$ cat config.mk
export PLATFORM = sky130hd
export DESIGN_NAME = multicycle_controller
export DESIGN_NICKNAME = d
export VERILOG_FILES = /design/src/rtl/multicycle_controller_pkg.sv /design/src/rtl/multicycle_controller_alu_decoder.sv /design/src/rtl/multicycle_controller.sv
export SDC_FILE = /design/constraint.sdc
export NUM_CORES = 1
export LEC_CHECK = 0
export ABC_AREA = 0
export BUFFER_PORTS_ARGS = -buffer_cell sky130_fd_sc_hd__buf_2
export CORE_MARGIN = 2
export CORE_UTILIZATION = 56
export DETAILED_ROUTE_END_ITERATION = 12
export PLACE_DENSITY = 0.9
export SLEW_MARGIN = 5
export SYNTH_ARGS = -nofsm -noshare
export SYNTH_HDL_FRONTEND = slang
export SYNTH_SLANG_ARGS = --single-unit
$ cat constraint.sdc
create_clock -name clk -period 3.6 [get_ports clk]
set_input_delay 0.36 -clock clk [delete_from_list [all_inputs] [get_ports clk]]
set_output_delay 0.36 -clock clk [all_outputs]
set_load 0.01 [all_outputs]
$ cat src/rtl/multicycle_controller_pkg.sv
// Shared encodings for the multicycle RV32I controller: FSM states, opcodes,
// ALU control codes and datapath select values.
package multicycle_controller_pkg;

  typedef enum logic [3:0] {
    StReset, StFetch, StDecode, StMemAdr, StMemRead, StMemWb, StMemWrite,
    StExecR, StExecI, StAluWb, StBranch, StJal, StLui, StIllegal
  } state_e;

  typedef enum logic [1:0] {
    AluOpAdd   = 2'b00,
    AluOpSub   = 2'b01,
    AluOpFunct = 2'b10,
    AluOpNone  = 2'b11
  } alu_op_e;

  localparam logic [6:0] OpLoad   = 7'b0000011;
  localparam logic [6:0] OpStore  = 7'b0100011;
  localparam logic [6:0] OpR      = 7'b0110011;
  localparam logic [6:0] OpI      = 7'b0010011;
  localparam logic [6:0] OpBranch = 7'b1100011;
  localparam logic [6:0] OpJal    = 7'b1101111;
  localparam logic [6:0] OpLui    = 7'b0110111;

  localparam logic [3:0] AluAdd  = 4'b0010;
  localparam logic [3:0] AluSub  = 4'b0110;
  localparam logic [3:0] AluAnd  = 4'b1110;
  localparam logic [3:0] AluOr   = 4'b0001;
  localparam logic [3:0] AluNone = 4'b0000;

  localparam logic [2:0] ExtI = 3'b000;
  localparam logic [2:0] ExtS = 3'b001;
  localparam logic [2:0] ExtB = 3'b010;
  localparam logic [2:0] ExtJ = 3'b011;
  localparam logic [2:0] ExtU = 3'b100;

  localparam logic [1:0] SrcAPc    = 2'b00;
  localparam logic [1:0] SrcAOldPc = 2'b01;
  localparam logic [1:0] SrcARs1   = 2'b10;

  localparam logic [1:0] SrcBRs2  = 2'b00;
  localparam logic [1:0] SrcBImm  = 2'b01;
  localparam logic [1:0] SrcBFour = 2'b10;

  localparam logic [1:0] ResAluOut = 2'b00;
  localparam logic [1:0] ResMem    = 2'b01;
  localparam logic [1:0] ResAluRes = 2'b10;
  localparam logic [1:0] ResImm    = 2'b11;

  // Immediate format follows the opcode alone, independent of FSM state.
  function automatic logic [2:0] ext_sel(input logic [6:0] op);
    case (op)
      OpStore:  ext_sel = ExtS;
      OpBranch: ext_sel = ExtB;
      OpJal:    ext_sel = ExtJ;
      OpLui:    ext_sel = ExtU;
      default:  ext_sel = ExtI;
    endcase
  endfunction

endpackage

$ cat src/rtl/multicycle_controller_alu_decoder.sv
// Combinational ALU control decode; funct_ok flags funct3 values the ALU
// decode supports, regardless of the requested operation.
module multicycle_controller_alu_decoder
  import multicycle_controller_pkg::*;
(
  input  alu_op_e    alu_op,
  input  logic [2:0] funct3,
  input  logic       funct7_5,
  input  logic       op_r,
  output logic [3:0] alu_control,
  output logic       funct_ok
);

  always_comb begin
    funct_ok = (funct3 == 3'b000) || (funct3 == 3'b110) || (funct3 == 3'b111);
    alu_control = AluNone;
    unique case (alu_op)
      AluOpAdd: alu_control = AluAdd;
      AluOpSub: alu_control = AluSub;
      AluOpFunct: begin
        case (funct3)
          3'b000:  alu_control = (op_r && funct7_5) ? AluSub : AluAdd;
          3'b111:  alu_control = AluAnd;
          3'b110:  alu_control = AluOr;
          default: alu_control = AluNone;
        endcase
      end
      AluOpNone: alu_control = AluNone;
    endcase
  end

endmodule

$ cat src/rtl/multicycle_controller.sv
// Moore FSM sequencing each RV32I instruction through the shared datapath,
// with optional memory wait handshake, sticky illegal flag and retire count.
module multicycle_controller
  import multicycle_controller_pkg::*;
#(
  parameter bit          MEM_WAIT_EN = 1'b0,
  parameter int unsigned CNT_W       = 32
) (
  input  logic             clk,
  input  logic             rst_n,
  input  logic [6:0]       opcode,
  input  logic [2:0]       funct3,
  input  logic             funct7_5,
  input  logic             zero,
  input  logic             mem_ready,
  output logic             pc_we,
  output logic             ir_we,
  output logic             adr_src,
  output logic             dmem_we,
  output logic             rf_we,
  output logic [1:0]       sel_alu_src_a,
  output logic [1:0]       sel_alu_src_b,
  output logic [3:0]       alu_control,
  output logic [2:0]       sel_ext,
  output logic [1:0]       sel_result,
  output logic             illegal,
  output logic [CNT_W-1:0] instr_retired
);

  state_e           state_q, state_d;
  alu_op_e          alu_op;
  logic             funct_ok;
  logic             mem_ok;
  logic             illegal_q;
  logic [CNT_W-1:0] cnt_q;

  assign mem_ok = !MEM_WAIT_EN || mem_ready;

  multicycle_controller_alu_decoder u_alu_decoder (
    .alu_op      (alu_op),
    .funct3      (funct3),
    .funct7_5    (funct7_5),
    .op_r        (state_q == StExecR),
    .alu_control (alu_control),
    .funct_ok    (funct_ok)
  );

  always_ff @(posedge clk or negedge rst_n) begin
    if (!rst_n) begin
      state_q <= StReset;
    end else begin
      state_q <= state_d;
    end
  end

  always_comb begin
    state_d = state_q;
    unique case (state_q)
      StReset: state_d = StFetch;
      StFetch: if (mem_ok) state_d = StDecode;
      StDecode: begin
        case (opcode)
          OpLoad, OpStore: state_d = (funct3 == 3'b010) ? StMemAdr : StIllegal;
          OpR:             state_d = funct_ok ? StExecR : StIllegal;
          OpI:             state_d = funct_ok ? StExecI : StIllegal;
          OpBranch:        state_d = (funct3[2:1] == 2'b00) ? StBranch : StIllegal;
          OpJal:           state_d = StJal;
          OpLui:           state_d = StLui;
          default:         state_d = StIllegal;
        endcase
      end
      StMemAdr:   state_d = (opcode == OpLoad) ? StMemRead : StMemWrite;
      StMemRead:  if (mem_ok) state_d = StMemWb;
      StMemWrite: if (mem_ok) state_d = StFetch;
      StMemWb, StAluWb, StBranch, StLui: state_d = StFetch;
      StExecR, StExecI, StJal:           state_d = StAluWb;
      StIllegal:  state_d = StIllegal;
      default:    state_d = StReset;
    endcase
  end

  always_comb begin
    pc_we         = 1'b0;
    ir_we         = 1'b0;
    adr_src       = 1'b0;
    dmem_we       = 1'b0;
    rf_we         = 1'b0;
    sel_alu_src_a = SrcAPc;
    sel_alu_src_b = SrcBRs2;
    sel_result    = ResAluOut;
    alu_op        = AluOpNone;
    sel_ext       = ext_sel(opcode);
    unique case (state_q)
      StFetch: begin
        ir_we         = mem_ok;
        pc_we         = mem_ok;
        sel_alu_src_b = SrcBFour;
        alu_op        = AluOpAdd;
        sel_result    = ResAluRes;
      end
      StDecode: begin
        sel_alu_src_a = SrcAOldPc;
        sel_alu_src_b = SrcBImm;
        alu_op        = AluOpAdd;
      end
      StMemAdr: begin
        sel_alu_src_a = SrcARs1;
        sel_alu_src_b = SrcBImm;
        alu_op        = AluOpAdd;
      end
      StMemRead: adr_src = 1'b1;
      StMemWb: begin
        sel_result = ResMem;
        rf_we      = 1'b1;
      end
      StMemWrite: begin
        adr_src = 1'b1;
        dmem_we = 1'b1;
      end
      StExecR: begin
        sel_alu_src_a = SrcARs1;
        alu_op        = AluOpFunct;
      end
      StExecI: begin
        sel_alu_src_a = SrcARs1;
        sel_alu_src_b = SrcBImm;
        alu_op        = AluOpFunct;
      end
      StAluWb: rf_we = 1'b1;
      StBranch: begin
        sel_alu_src_a = SrcARs1;
        alu_op        = AluOpSub;
        pc_we         = zero ^ funct3[0];
      end
      StJal: begin
        sel_alu_src_a = SrcAOldPc;
        sel_alu_src_b = SrcBFour;
        alu_op        = AluOpAdd;
        pc_we         = 1'b1;
      end
      StLui: begin
        sel_result = ResImm;
        rf_we      = 1'b1;
      end
      default: ;
    endcase
  end

  // A FETCH hold is not a new retirement, nor is the first FETCH after reset.
  always_ff @(posedge clk or negedge rst_n) begin
    if (!rst_n) begin
      illegal_q <= 1'b0;
      cnt_q     <= '0;
    end else begin
      illegal_q <= illegal_q | (state_d == StIllegal);
      if (state_d == StFetch && state_q != StFetch && state_q != StReset) begin
        cnt_q <= cnt_q + CNT_W'(1);
      end
    end
  end

  assign illegal       = illegal_q;
  assign instr_retired = cnt_q;

endmodule

==> results of run 1 <==
[cells in the final DEF, fill, tap and decap left out, drive strengths merged, types with 3 or more instances in the layout]
master,count
buf,65
nor4,7
or3,3
xor2,7
inv,4
nor3,5
and3b,3
nand2b,4
clkbuf,6
and2,4
xnor2,28
a21oi,13
and3,10
nor2,13
nor2b,5
nand4,15
a21o,5
o211ai,4
nand2,27
o21ai,6
dfrtp,37
nand3,12
[logic make-up after synthesis]
family	count (synthesis)	share of synthesized area (%)
flops	37	40.66
buf+inv	14	2.747
simple gates	118	29.56
xor+xnor	35	13.46
fa+ha+maj	2	0.9889
compound gates	40	12.09
mux	1	0.4945
[flip-flops by register name, summed over array words and instances, names as in the netlist]
| signal | flops |
|---|---|
| state_q | 4 |
| instr_retired | 32 |
| illegal | 1 |
[routing by layer]
metal	vias to the layer above	GRT usage, %	routed length [um]
li1	1011	-	-
met1	994	33.33	2358
met2	65	40.44	2607
met3	12	4.167	263
met4	0	12.00	95
met5	-	0	0
[report_power, final]
group	switching (mW)	internal [mW]
clock network	0.144	0.134
logic	0.338	0.251
registers	0.0925	0.462
total	0.574	0.846
[area by class of cell]
cell class,count,share of cell area [%]
clock inverter,2,0.3704
tap,50,2.315
sequential,37,34.26
inverter,4,0.5556
clock buffer,6,2.685
timing repair buffer,65,12.13
multi-input combinational,196,47.69
[per-stage QoR]
| stage | setup slack (ns) | utilization (%) | power (mW) |
|---|---|---|---|
| 2_1_floorplan | 1.248 | - | 0.9600 |
| 3_3_place_gp | 0.8200 | 66.46 | 1.126 |
| 3_5_place_dp | 0.7350 | 66.46 | 1.143 |
| 4_1_cts | 0.8646 | 68.55 | 1.425 |
| 5_1_grt | 0.6917 | 68.55 | 1.522 |
| 6_report | 0.8730 | 68.55 | 1.421 |
[critical path: stages (launching register included)]
cell and delay, ns:
dfrtp_1 0.69, a21o_1 0.20, nand3_1 0.09, a21o_1 0.21
a2111o_1 0.40, nor4_4 0.61, nand4_1 0.22, xnor2_1 0.17
[path summary, 6_finish.rpt]
path / startpoint / cells past startpoint / slack, ns / end
setup / recovery: state_q[0]$_DFF_PN0_ / 7 / 0.87 / instr_retired[17]$_DFFE_PN0P_
hold / removal: rst_n / 1 / 0.14 / instr_retired[8]$_DFFE_PN0P_
setup reg to reg: state_q[0]$_DFF_PN0_ / 7 / 0.87 / instr_retired[17]$_DFFE_PN0P_
hold reg to reg: instr_retired[31]$_DFFE_PN0P_ / 1 / 0.47 / instr_retired[31]$_DFFE_PN0P_
max in group asynchronous: rst_n / 1 / 2.94 / instr_retired[31]$_DFFE_PN0P_
min in group clk: instr_retired[31]$_DFFE_PN0P_ / 1 / 0.47 / instr_retired[31]$_DFFE_PN0P_
==> impl_metrics.env, run 1 <==
export IMPL_cp_start_kind="flop"
export IMPL_fin_crit_ns=2.727
export IMPL_status="complete, no violations"
export IMPL_drt_wl_total_mm=5.324
export IMPL_fin_area_sq_um=2703
export IMPL_finalNetCount=325
export IMPL_fin_skew_ns=0.005543
export IMPL_synth_area_leaders="dfrtp_1 41%, xnor2_1 11%, nand2_1 4.3%"
export IMPL_synthCells=247
export IMPL_syn_nets=263
export IMPL_numPortBuffers=64
export IMPL_fin_tns_setup_ns=0
export IMPL_path_clk_slew_ns=0.07
export IMPL_synthToLayoutAreaGrowth_pct=18.68
export IMPL_cts_made_buffers=5
export IMPL_ir_drop_uv=329.7
export IMPL_netlist_area_leader_share_pct=40.66
export IMPL_dieArea_sq_um=4593
export IMPL_via_per_inst=5.783
export IMPL_cts_sinks=37
export IMPL_crit_required_ns=3.78
export IMPL_n_antenna_cell=0
export IMPL_avgSynthCellArea_sq_um=9.219
export IMPL_drc_errors=0
export IMPL_min_path_type="input port to async pin"
export IMPL_drive_above_1_share_pct=26.77
export IMPL_regArea_sq_um=925.9
export IMPL_rows=23
export IMPL_synth_seq_area_share_pct=40.66
export IMPL_clock_latency_ns=0.29
export IMPL_synth_async_reset_ratio_pct=100.0
export IMPL_power_leakage_nw=1.314
export IMPL_drv_slew=0
export IMPL_routedWlPerCell_um=14.79
export IMPL_core_sq_um=3943
export IMPL_n_fill_cell=314
export IMPL_grt_pass1_vias=1902
export IMPL_dpl_cell_count=352
export IMPL_placed_area_sq_um=2620
export IMPL_cp_max_fo=17
export IMPL_powerDensity_nw_per_um2=525.6
export IMPL_fin_hold_ws_ns=0.1429
export IMPL_gp_congestion=0.8322
export IMPL_cp_arrival_ns=2.90
export IMPL_grt_max_degree=38
export IMPL_clockRootBuffer="clkbuf_8"
export IMPL_drtAntennaViolNets=0
export IMPL_hold_buffers=0
export IMPL_worst_setup_path_type="flop to flop"
export IMPL_synth_area_sq_um=2277
export IMPL_finalHoldViolCount=0
export IMPL_cap_violations=0
export IMPL_htree_levels=2
export IMPL_final_instance_count_excl_fill=360
export IMPL_yosys_top_cells_count="37 x dfrtp_1, 28 x xnor2_1, 26 x nand2_1"
export IMPL_multiInputGateArea_sq_um=1289
export IMPL_antenna_found_initial=0
export IMPL_slew_headroom_pct=43.63
export IMPL_die_height_um=67.77
export IMPL_cts_resized=0
export IMPL_fmax_mhz=366.7
export IMPL_post_cts_setup_buffer_count=0
export IMPL_endpoint_kind="flop"
export IMPL_grt_usage_pct=25.25
export IMPL_synth_edf_count=0
export IMPL_die_x_um=67.77
export IMPL_synth_seq_cells=37
export IMPL_synth_area_leader_cell="dfrtp_1"
export IMPL_firstDrtPassIters=5
export IMPL_boundaryPins=66
export IMPL_yosys_warnings=0
export IMPL_hpwl_mm=3.773
export IMPL_drt_iter0_markers=133
export IMPL_setup_viol=0
export IMPL_rsz0062_at_grt="no"
export IMPL_initial_core_util_pct=57.76
export IMPL_grt_pass1_wl_mm=8.721
export IMPL_ctsLongestPathBuffers=2
export IMPL_post_route_period_util_pct=75.75
export IMPL_ys_types=50
export IMPL_yosysMostFrequentCell="dfrtp_1"
export IMPL_tightest_slew_ns=0.8419
export IMPL_grt_overflow=0
export IMPL_vias=2082
export IMPL_synth_flop_cell="dfrtp_1"
export IMPL_cts_tree="yes"
(Power assumes the default switching activity.)
==> run 2: changes to the inputs <==
--- a/config.mk
+++ b/config.mk
@@ -8,9 +8,9 @@
 export ABC_AREA = 0
 export BUFFER_PORTS_ARGS = -buffer_cell sky130_fd_sc_hd__buf_2
 export CORE_MARGIN = 2
-export CORE_UTILIZATION = 56
+export CORE_UTILIZATION = 52
 export DETAILED_ROUTE_END_ITERATION = 12
-export PLACE_DENSITY = 0.9
+export PLACE_DENSITY = 0.85
 export SLEW_MARGIN = 5
 export SYNTH_ARGS = -nofsm -noshare
 export SYNTH_HDL_FRONTEND = slang
==> constraint.sdc (replaced) <==
create_clock -name clk -period 2.6 [get_ports clk]
set_input_delay 0.26 -clock clk [delete_from_list [all_inputs] [get_ports clk]]
set_output_delay 0.26 -clock clk [all_outputs]
set_load 0.01 [all_outputs]
==> impl_metrics.env, run 2 (same netlist as run 1, synthesis figures left out) <==
export IMPL_firstDrtPassIters=4
export IMPL_setup_viol=0
export IMPL_clock_latency_ns=0.29
export IMPL_via_per_inst=5.654
export IMPL_power_leakage_nw=1.369
export IMPL_gp_congestion=0.8791
export IMPL_finalNetCount=336
export IMPL_drtAntennaViolNets=0
export IMPL_cts_resized=0
export IMPL_ir_drop_uv=462.9
export IMPL_routedWlPerCell_um=14.08
export IMPL_drt_wl_total_mm=5.253
export IMPL_grt_usage_pct=22.71
export IMPL_hold_buffers=0
export IMPL_tightest_slew_ns=0.7974
export IMPL_fin_hold_ws_ns=0.04661
export IMPL_clockRootBuffer="clkbuf_8"
export IMPL_cp_max_fo=9
export IMPL_post_route_period_util_pct=92.93
export IMPL_die_height_um=70.18
export IMPL_min_path_type="input port to async pin"
export IMPL_worst_setup_path_type="flop to flop"
export IMPL_slew_headroom_pct=46.84
export IMPL_rsz0062_at_grt="no"
export IMPL_cts_made_buffers=5
export IMPL_fin_area_sq_um=2788
export IMPL_fin_skew_ns=0.004463
export IMPL_n_antenna_cell=0
export IMPL_placed_area_sq_um=2705
export IMPL_synthToLayoutAreaGrowth_pct=22.42
export IMPL_endpoint_kind="flop"
export IMPL_rows=24
export IMPL_powerDensity_nw_per_um2=738.5
export IMPL_cts_tree="yes"
export IMPL_final_common_cell="buf_2"
export IMPL_crit_required_ns=2.82
export IMPL_htree_levels=2
export IMPL_layout_common_cells="64 x buf_2, 37 x dfrtp_1, 28 x xnor2_1, 26 x nand2_1, 15 x nand4_1"
export IMPL_total_power_mw=2.059
export IMPL_grt_pass1_vias=2017
export IMPL_r2r_start="state_q[3]$_DFF_PN0_"
export IMPL_numPortBuffers=64
export IMPL_cap_violations=0
export IMPL_core_sq_um=4294
export IMPL_fin_crit_ns=2.416
export IMPL_largest_register_ff_count=32
export IMPL_fmax_mhz=413.9
export IMPL_die_x_um=70.18
export IMPL_drt_iter0_markers=141
export IMPL_drv_slew=0
export IMPL_status="complete, no violations"
export IMPL_grt_pass1_wl_mm=9.011
export IMPL_drc_errors=0
export IMPL_cp_startpoint="state_q[3]$_DFF_PN0_"
export IMPL_post_cts_setup_buffer_count=0
export IMPL_fin_tns_setup_ns=0
export IMPL_cp_start_kind="flop"
export IMPL_dieArea_sq_um=4925
export IMPL_drive_above_1_share_pct=29.28
export IMPL_initial_core_util_pct=53.03
export IMPL_cts_sinks=37
export IMPL_cp_arrival_ns=2.63
export IMPL_hpwl_mm=3.965
export IMPL_grt_max_degree=38
export IMPL_grt_overflow=0
export IMPL_boundaryPins=66
export IMPL_finalHoldViolCount=0
export IMPL_vias=2109
export IMPL_path_clk_slew_ns=0.07
export IMPL_antenna_found_initial=0
export IMPL_ctsLongestPathBuffers=2
[run 2: worst paths after layout]
path / to / slack (ns) / cells past startpoint
min in group clk: state_q[0]$_DFF_PN0_ / 0.44 / 3
max in group asynchronous: state_q[0]$_DFF_PN0_ / 2.04 / 1
setup / recovery: instr_retired[24]$_DFFE_PN0P_ / 0.18 / 7
hold reg to reg: illegal$_DFF_PN0_ / 0.48 / 1
hold / removal: instr_retired[9]$_DFFE_PN0P_ / 0.05 / 1
setup reg to reg: instr_retired[24]$_DFFE_PN0P_ / 0.18 / 7
[run 2: per-layer routing]
metal | wire [um] | GRT usage, % | part of all wire, % | vias to the layer above
met3 | 246 | 4.906 | 4.7 | 8
li1 | - | - | - | 1035
met1 | 2387 | 30.39 | 45 | 1008
met4 | 75 | 9.188 | 1.4 | 0
met2 | 2543 | 35.98 | 48 | 58
met5 | 0 | 0 | 0 | -
[run 2: through the flow]
stage                     util [%]  cells  setup WS (ns)
after floorplan                  -    247         0.3477
after global placement       63.00    365         0.2173
after detailed placement     63.00    365         0.1731
after CTS                    64.92    373         0.1722
after global routing         64.92    373        0.01948
final                        64.92    373         0.1839
[run 2: area by class of cell]
type | instances | area [sq um]
Clock buffer | 6 | 72.57
Multi-Input combinational cell | 196 | 1289
Timing Repair Buffer | 76 | 410.4
Inverter | 4 | 15.01
Clock inverter | 2 | 10.01
Sequential cell | 37 | 925.9
Tap cell | 52 | 65.06
Fill cell | 368 | 1506
[run 2: where the power goes]
group          internal [mW]  total (mW)  switching (mW)
Combinational          0.421       0.946           0.525
Sequential             0.640       0.731          0.0910
Clock                  0.185       0.381           0.196
[run 2: critical path, cell delays in order, from the launching register on]
cell	delay, ns
dfrtp_1	0.47
and2_1	0.20
maj3_1	0.40
or4_1	0.49
a21oi_2	0.33
nand2_2	0.14
nor2_1	0.14
xor2_1	0.16
